**src/rtl/d_write_buffer_pkg.sv**
```systemverilog
// Shared memory-path definitions for the d-cache, the write buffer and the
// AXI bridge: drain FSM state encodings, the posted-write entry layout and
// small state-decoding helpers.
package d_write_buffer_pkg;

    // Drain FSM state encodings (3-bit)
    localparam logic [2:0] WB_ST_IDLE  = 3'd0;
    localparam logic [2:0] WB_ST_WREQ  = 3'd1;
    localparam logic [2:0] WB_ST_WWAIT = 3'd2;
    localparam logic [2:0] WB_ST_RREQ  = 3'd3;
    localparam logic [2:0] WB_ST_RWAIT = 3'd4;

    // Posted-write entry layout: {size, addr, wdata}
    localparam int WB_SIZE_W  = 2;
    localparam int WB_AW      = 32;
    localparam int WB_ENTRY_W = WB_SIZE_W + 2 * WB_AW;  // 66

    // True while a downstream read is being issued or awaited
    function automatic logic wb_is_read_state(input logic [2:0] st);
        return (st == WB_ST_RREQ) || (st == WB_ST_RWAIT);
    endfunction

endpackage

```
**src/rtl/d_write_buffer_wbuf_fifo.sv**
```systemverilog
// wbuf_fifo: posted-write storage for d_write_buffer.
// Circular buffer of DEPTH entries of W bits with wrap-around pointers.
// Ports:
//   clk, resetn        clock, asynchronous active-low reset (control only)
//   i_push, i_wdata    write an entry at the tail (ignored when full)
//   i_pop              drop the head entry (ignored when empty)
//   o_head             current head entry
//   o_full, o_empty    derived from the registered occupancy count
module wbuf_fifo
    import d_write_buffer_pkg::*;
#(
    parameter int DEPTH = 4,
    parameter int W     = WB_ENTRY_W
) (
    input  logic         clk,
    input  logic         resetn,
    input  logic         i_push,
    input  logic [W-1:0] i_wdata,
    input  logic         i_pop,
    output logic [W-1:0] o_head,
    output logic         o_full,
    output logic         o_empty
);

    localparam int PTR_W = $clog2(DEPTH);
    localparam int CNT_W = PTR_W + 1;
    localparam logic [CNT_W-1:0] FULL_CNT = CNT_W'(DEPTH);

    logic [W-1:0]     r_mem [DEPTH];
    logic [PTR_W-1:0] r_wptr;
    logic [PTR_W-1:0] r_rptr;
    logic [CNT_W-1:0] r_count;
    logic             w_do_push;
    logic             w_do_pop;

    assign o_full    = (r_count == FULL_CNT);
    assign o_empty   = (r_count == {CNT_W{1'b0}});
    assign w_do_push = i_push & ~o_full;
    assign w_do_pop  = i_pop & ~o_empty;
    assign o_head    = r_mem[r_rptr];

    // Storage array: data only, deliberately left without reset
    always_ff @(posedge clk) begin
        if (w_do_push) begin
            r_mem[r_wptr] <= i_wdata;
        end
    end

    // Pointers and occupancy; simultaneous push+pop leaves the count unchanged
    always_ff @(posedge clk or negedge resetn) begin
        if (!resetn) begin
            r_wptr  <= {PTR_W{1'b0}};
            r_rptr  <= {PTR_W{1'b0}};
            r_count <= {CNT_W{1'b0}};
        end else begin
            if (w_do_push) begin
                r_wptr <= r_wptr + PTR_W'(1);
            end
            if (w_do_pop) begin
                r_rptr <= r_rptr + PTR_W'(1);
            end
            case ({w_do_push, w_do_pop})
                2'b10:   r_count <= r_count + CNT_W'(1);
                2'b01:   r_count <= r_count - CNT_W'(1);
                default: r_count <= r_count;
            endcase
        end
    end

endmodule

```
**src/rtl/d_write_buffer.sv**
```systemverilog
// d_write_buffer: posted-write buffer between the d-cache (sram-like
// upstream) and the AXI bridge (sram-like downstream).
// Writes are acknowledged one cycle after acceptance and drained in order;
// reads wait until every buffered write has completed downstream and are
// then passed straight through. One downstream transaction at a time.
// Ports:
//   clk, resetn                         clock, async active-low reset
//   up_req/up_wr/up_size/up_addr/up_wdata   request from the d-cache
//   up_rdata/up_addr_ok/up_data_ok          response to the d-cache
//   dn_req/dn_wr/dn_size/dn_addr/dn_wdata   request to the AXI bridge
//   dn_rdata/dn_addr_ok/dn_data_ok          response from the AXI bridge
module d_write_buffer
    import d_write_buffer_pkg::*;
#(
    parameter int DEPTH = 4,
    parameter int AW    = 32
) (
    input  logic          clk,
    input  logic          resetn,
    input  logic          up_req,
    input  logic          up_wr,
    input  logic [1:0]    up_size,
    input  logic [AW-1:0] up_addr,
    input  logic [AW-1:0] up_wdata,
    output logic [AW-1:0] up_rdata,
    output logic          up_addr_ok,
    output logic          up_data_ok,
    output logic          dn_req,
    output logic          dn_wr,
    output logic [1:0]    dn_size,
    output logic [AW-1:0] dn_addr,
    output logic [AW-1:0] dn_wdata,
    input  logic [AW-1:0] dn_rdata,
    input  logic          dn_addr_ok,
    input  logic          dn_data_ok
);

    localparam int ENTRY_W = WB_SIZE_W + 2 * AW;

    logic [2:0]         r_state;
    logic [2:0]         w_state_nxt;
    logic               r_wr_ack;
    logic               w_full;
    logic               w_empty;
    logic               w_push;
    logic               w_pop;
    logic               w_rd_req;
    logic               w_rd_data_ok;
    logic [ENTRY_W-1:0] w_head;

    assign w_rd_req   = up_req & ~up_wr;
    assign w_push     = up_req & up_wr & up_addr_ok;
    assign w_pop      = (r_state == WB_ST_WWAIT) & dn_data_ok;
    assign up_data_ok = r_wr_ack | w_rd_data_ok;

    wbuf_fifo #(
        .DEPTH (DEPTH),
        .W     (ENTRY_W)
    ) u_fifo (
        .clk     (clk),
        .resetn  (resetn),
        .i_push  (w_push),
        .i_wdata ({up_size, up_addr, up_wdata}),
        .i_pop   (w_pop),
        .o_head  (w_head),
        .o_full  (w_full),
        .o_empty (w_empty)
    );

    // Upstream acceptance. The reset gate matters because the count clears
    // asynchronously, which would otherwise advertise free space in reset.
    always_comb begin
        if (!resetn) begin
            up_addr_ok = 1'b0;
        end else if (up_wr) begin
            up_addr_ok = ~w_full & ~wb_is_read_state(r_state);
        end else if (r_state == WB_ST_RREQ) begin
            up_addr_ok = dn_addr_ok;
        end else begin
            up_addr_ok = 1'b0;
        end
    end

    // Drain FSM next state; buffered writes always win over a new read
    always_comb begin
        w_state_nxt = r_state;
        case (r_state)
            WB_ST_IDLE: begin
                if (!w_empty) begin
                    w_state_nxt = WB_ST_WREQ;
                end else if (w_rd_req) begin
                    w_state_nxt = WB_ST_RREQ;
                end else begin
                    w_state_nxt = WB_ST_IDLE;
                end
            end
            WB_ST_WREQ: begin
                if (dn_addr_ok) begin
                    w_state_nxt = WB_ST_WWAIT;
                end else begin
                    w_state_nxt = WB_ST_WREQ;
                end
            end
            WB_ST_WWAIT: begin
                if (dn_data_ok) begin
                    w_state_nxt = WB_ST_IDLE;
                end else begin
                    w_state_nxt = WB_ST_WWAIT;
                end
            end
            WB_ST_RREQ: begin
                if (!w_rd_req) begin
                    w_state_nxt = WB_ST_IDLE;
                end else if (dn_addr_ok) begin
                    w_state_nxt = WB_ST_RWAIT;
                end else begin
                    w_state_nxt = WB_ST_RREQ;
                end
            end
            WB_ST_RWAIT: begin
                if (dn_data_ok) begin
                    w_state_nxt = WB_ST_IDLE;
                end else begin
                    w_state_nxt = WB_ST_RWAIT;
                end
            end
            default: w_state_nxt = WB_ST_IDLE;
        endcase
    end

    // FSM state and the posted-write acknowledge register
    always_ff @(posedge clk or negedge resetn) begin
        if (!resetn) begin
            r_state  <= WB_ST_IDLE;
            r_wr_ack <= 1'b0;
        end else begin
            r_state  <= w_state_nxt;
            r_wr_ack <= w_push;
        end
    end

    // Downstream request and read-response steering by state
    always_comb begin
        dn_req       = 1'b0;
        dn_wr        = 1'b0;
        dn_size      = 2'b00;
        dn_addr      = {AW{1'b0}};
        dn_wdata     = {AW{1'b0}};
        up_rdata     = {AW{1'b0}};
        w_rd_data_ok = 1'b0;
        case (r_state)
            WB_ST_WREQ: begin
                dn_req   = 1'b1;
                dn_wr    = 1'b1;
                dn_size  = w_head[ENTRY_W-1 -: WB_SIZE_W];
                dn_addr  = w_head[2*AW-1 -: AW];
                dn_wdata = w_head[AW-1:0];
            end
            WB_ST_WWAIT: begin
                dn_size  = w_head[ENTRY_W-1 -: WB_SIZE_W];
                dn_addr  = w_head[2*AW-1 -: AW];
                dn_wdata = w_head[AW-1:0];
            end
            WB_ST_RREQ: begin
                dn_req  = w_rd_req;
                dn_size = up_size;
                dn_addr = up_addr;
            end
            WB_ST_RWAIT: begin
                up_rdata     = dn_rdata;
                w_rd_data_ok = dn_data_ok;
            end
            default: begin
                dn_req = 1'b0;
            end
        endcase
    end

endmodule

```
**config.mk**
```make
export PLATFORM = sky130hd
export DESIGN_NAME = d_write_buffer
export DESIGN_NICKNAME = d
export VERILOG_FILES = /design/src/rtl/d_write_buffer_pkg.sv /design/src/rtl/d_write_buffer_wbuf_fifo.sv /design/src/rtl/d_write_buffer.sv
export SDC_FILE = /design/constraint.sdc
export NUM_CORES = 1
export LEC_CHECK = 0
export ABC_CLOCK_PERIOD_IN_PS = 3000
export CAP_MARGIN = 0
export CORE_ASPECT_RATIO = 0.7
export CORE_UTILIZATION = 37
export CTS_CLUSTER_SIZE = 12
export DETAILED_ROUTE_END_ITERATION = 7
export PLACE_DENSITY_LB_ADDON = 0.15
export SYNTH_ARGS = -nofsm -noshare
export SYNTH_HDL_FRONTEND = slang
export SYNTH_SLANG_ARGS = --single-unit
```
**constraint.sdc**
```tcl
create_clock -name clk -period 3 [get_ports clk]
set_input_delay 0.3 -clock clk [delete_from_list [all_inputs] [get_ports clk]]
set_output_delay 0.3 -clock clk [all_outputs]
set_load 0.02 [all_outputs]
```
==> flow_summary.toml <==
[yosys]
synth-simple-area-share_pct = 5.11
syn_avg_cell_area_um2 = 20.8
mapped_nets = 639
synth_edf_count = 264
synth_cells = 529
mappedNetlistArea_mm2 = 0.0110
synth_adder_area_share_pct = 0.751
synth-warning-count = 0
synth-async-reset-ratio_pct = 4.00
top_ff_cell_synth = "edfxtp_1"
share_of_synthesized_area_spent_on_multiplexers_pct = 13.8
synth_top_area_share_pct = 72.1
synth_top_cells_by_area = "edfxtp_1 (72%), mux4_2 (14%), and2_1 (3.9%)"
ys_seq_area_share_pct = 74.6
synth_compound_gate_area_share_pct = 3.37
synth_top_family_by_area = "multiplexers"
synth-xor-area-share_pct = 0.558
synth_largest_area_cell = "edfxtp_1"
synth.distinct_cells = 37
synthesis_stage_register_bit_count = 275

[finish]
post_layout_nonfiller_instances = 1162
finalCoreUtilization_pct = 50.3
fin_nets = 876
area_growth_pct = 33.2
mostFrequentLayoutCells = "edfxtp_1 (264), clkdlybuf4s50_1 (202), mux4_2 (66)"
drive_gt1_share_pct = 18.9
final_common_cell = "edfxtp_1"
layout.cell_area.non_filler_mm2 = 0.0146

[detailed_routing]
drt-total-wl_um = 25600
route.vias.total = 5943
wire_length_per_cell_um = 22.0
viasPerCell = 5.11
drt_pre_antenna_iters = 4
drt_drc_violations_left = 0
drtIter0Drc = 333
ant_nets = 0

[worst_setup_path]
worst-endpoint-required_ns = 2.70
crit_type = "reg2out"
crit_path_max_fanout = 16
worstSetupStartpointType = "register"
critical_path.slowest_cell = "clkdlybuf4s50_1"
worst_path_largest_cell_delay_ns = 0.55
number_of_buffer_and_inverter_instances_along_the_worst_setup_path = 3
cell_class_contributing_the_biggest_share_of_worst_path_delay = "buffers and inverters"
cp.arrival_ns = 2.60
worst_path_cell_trace = "buf_4, buf_12, mux4_2, and2_1, clkdlybuf4s50_1"
endpoint_kind = "output port"

[place]
place.detailed.hpwl_um = 16100
placed_cell_area_mm2 = 0.0137
dpl.cell_count = 1106
place.port_buffers = 205
gp_congestion = 0.765

[power_and_ir_drop]
seq_power_share_pct = 33.5
total_leakage_power_nw = 4.90
p_comb_share_pct = 43.7
power-per-cell-area_mw_per_mm2 = 960
power.switching_mw = 4.60
max-vdd-ir-drop_uv = 556
switching_share_pct = 32.8
p_clk_share_pct = 22.8
p_int_mw = 9.45

[grt]
grt_usage_pct = 17.3
grt_first_pass_wirelength_um = 39600
number_of_global_route_vias_before_repair = 6609
groute.layer.met1.usage_pct = 23.6
grt_remaining_overflow = 0
grt_max_degree = 39
grt.met2_usage_pct = 27.5
antenna_found_initial = 2
grt_busiest_layer = "met2"
use_met3_pct = 4.73

[sta]
rsz0062_at_grt = "no"
clock_skew_ns = 0.0117
finalHoldViolCount = 0
setup_viol = 0
worst_pin_slew_ns = 0.660
setup_tns_ns = 0
final_period_minus_worst_setup_slack_ns = 2.90
relSlewSlack_pct = 56.0
max_clock_freq_mhz = 345
drv_slew = 0
layout_worst_path_cycle_share_pct = 96.6

[clock_tree]
clkSlewWorstSetupHoldPaths_ns = 0.06
cts_tree = "yes"
total_cts_buffers = 28
cts-root-buf = "clkbuf_16"
htree_num_levels = 1
number_of_clock_sinks = 275
clockBufferDepth = 3
clkLatencyLatePin_ns = 0.54

[die]
floorplan.die.height_um = 146
die_x_um = 208
io_pins = 206
placeableCoreArea_mm2 = 0.0291
num_rows = 52
design.die.area_mm2 = 0.0304
initial_utilization_pct = 37.8

[worst_hold_path]
hold_class = "in2async"

[outcome]
run_status = "finished, final reports clean"

[flow_run]
maxCapViolCount = 0
==> final timing paths <==
check	to	depth (start not counted)	start	slack [ns]
setup / recovery	dn_wdata[22]	5	u_fifo.r_rptr[0]	0.10
hold / removal	u_fifo.r_count[1]	2	resetn	0.1
setup reg to reg	u_fifo.r_count[2]	10	r_state[1]	0.31
hold reg to reg	u_fifo.r_count[2]	1	u_fifo.r_count[2]	0.51
max in group asynchronous	u_fifo.r_rptr[1]	2	resetn	2.72
min in group clk	u_fifo.r_mem[2][25]	1	up_wdata[25]	0.39
==> layout make-up <==
class	instances	area, um^2
antenna	1	2.50
clock buffer	44	823
clock inverter	3	13.8
fill	2385	14400
inverter	10	37.5
multi-input combinational	213	2620
sequential	275	8210
tap	378	473
timing repair buffer	238	2460
==> synthesized netlist by cell type, types with 2 or more instances <==
| library cell | instances |
|---|---|
| edfxtp_1 | 264 |
| and2_1 | 68 |
| mux4_2 | 66 |
| a22o_1 | 34 |
| clkbuf_1 | 14 |
| dfrtp_1 | 11 |
| inv_1 | 9 |
| buf_2 | 8 |
| buf_4 | 5 |
| ha_1 | 5 |
| nand2b_1 | 4 |
| nor3_1 | 4 |
| xnor2_1 | 4 |
| buf_1 | 3 |
| xor2_1 | 3 |
| buf_6 | 2 |
| nor2_1 | 2 |
| nor3b_1 | 2 |
| nor4_1 | 2 |
| o21a_1 | 2 |
==> state kept, by name (all words and copies together), names as in the netlist <==
signal          flops
r_state             3
r_wr_ack            1
u_fifo.r_count      3
u_fifo.r_mem      264
u_fifo.r_rptr       2
u_fifo.r_wptr       2
==> cells by family after synthesis <==
group,count (synthesis)
mux,68
flops,275
xor+xnor,7
fa+ha+maj,6
simple gates,87
buf+inv,42
compound gates,44
==> per-stage QoR <==
step | hold slack, ns | total power, mW | setup WS (ns)
floorplan | 0.00441 | 8.19 | 0.435
global placement | 0.473 | 10.8 | 0.422
detailed placement | 0.490 | 10.8 | 0.299
CTS | 0.0761 | 14.3 | 0.000671
global route | 0.119 | 14.7 | 0.00283
finish | 0.0985 | 14.1 | 0.103
==> what timing repair did <==
action | 4_1_cts | 5_1_grt
setup buffers | 7 | 0
endpoints found under the setup margin | 57 | 50
resized for setup | 4 | 5
cloned | 1 | 0
hold buffers | 0 | 0
==> metal layers <==
layer	part of all wire (%)	wire, um
met1	44	11300
met2	47	12100
met3	6.6	1690
met4	1.8	472
met5	0	0
==> power groups by stage <==
stage	Combinational (mW)	Clock, mW	Sequential [mW]
5_1_grt	6.55	3.43	4.74
4_1_cts	6.27	3.31	4.71
3_5_place_dp	5.96	0	4.88
6_report	6.14	3.20	4.71
3_3_place_gp	5.91	0	4.86
2_1_floorplan	3.56	0	4.63
Power figures use the tool's default switching activity.
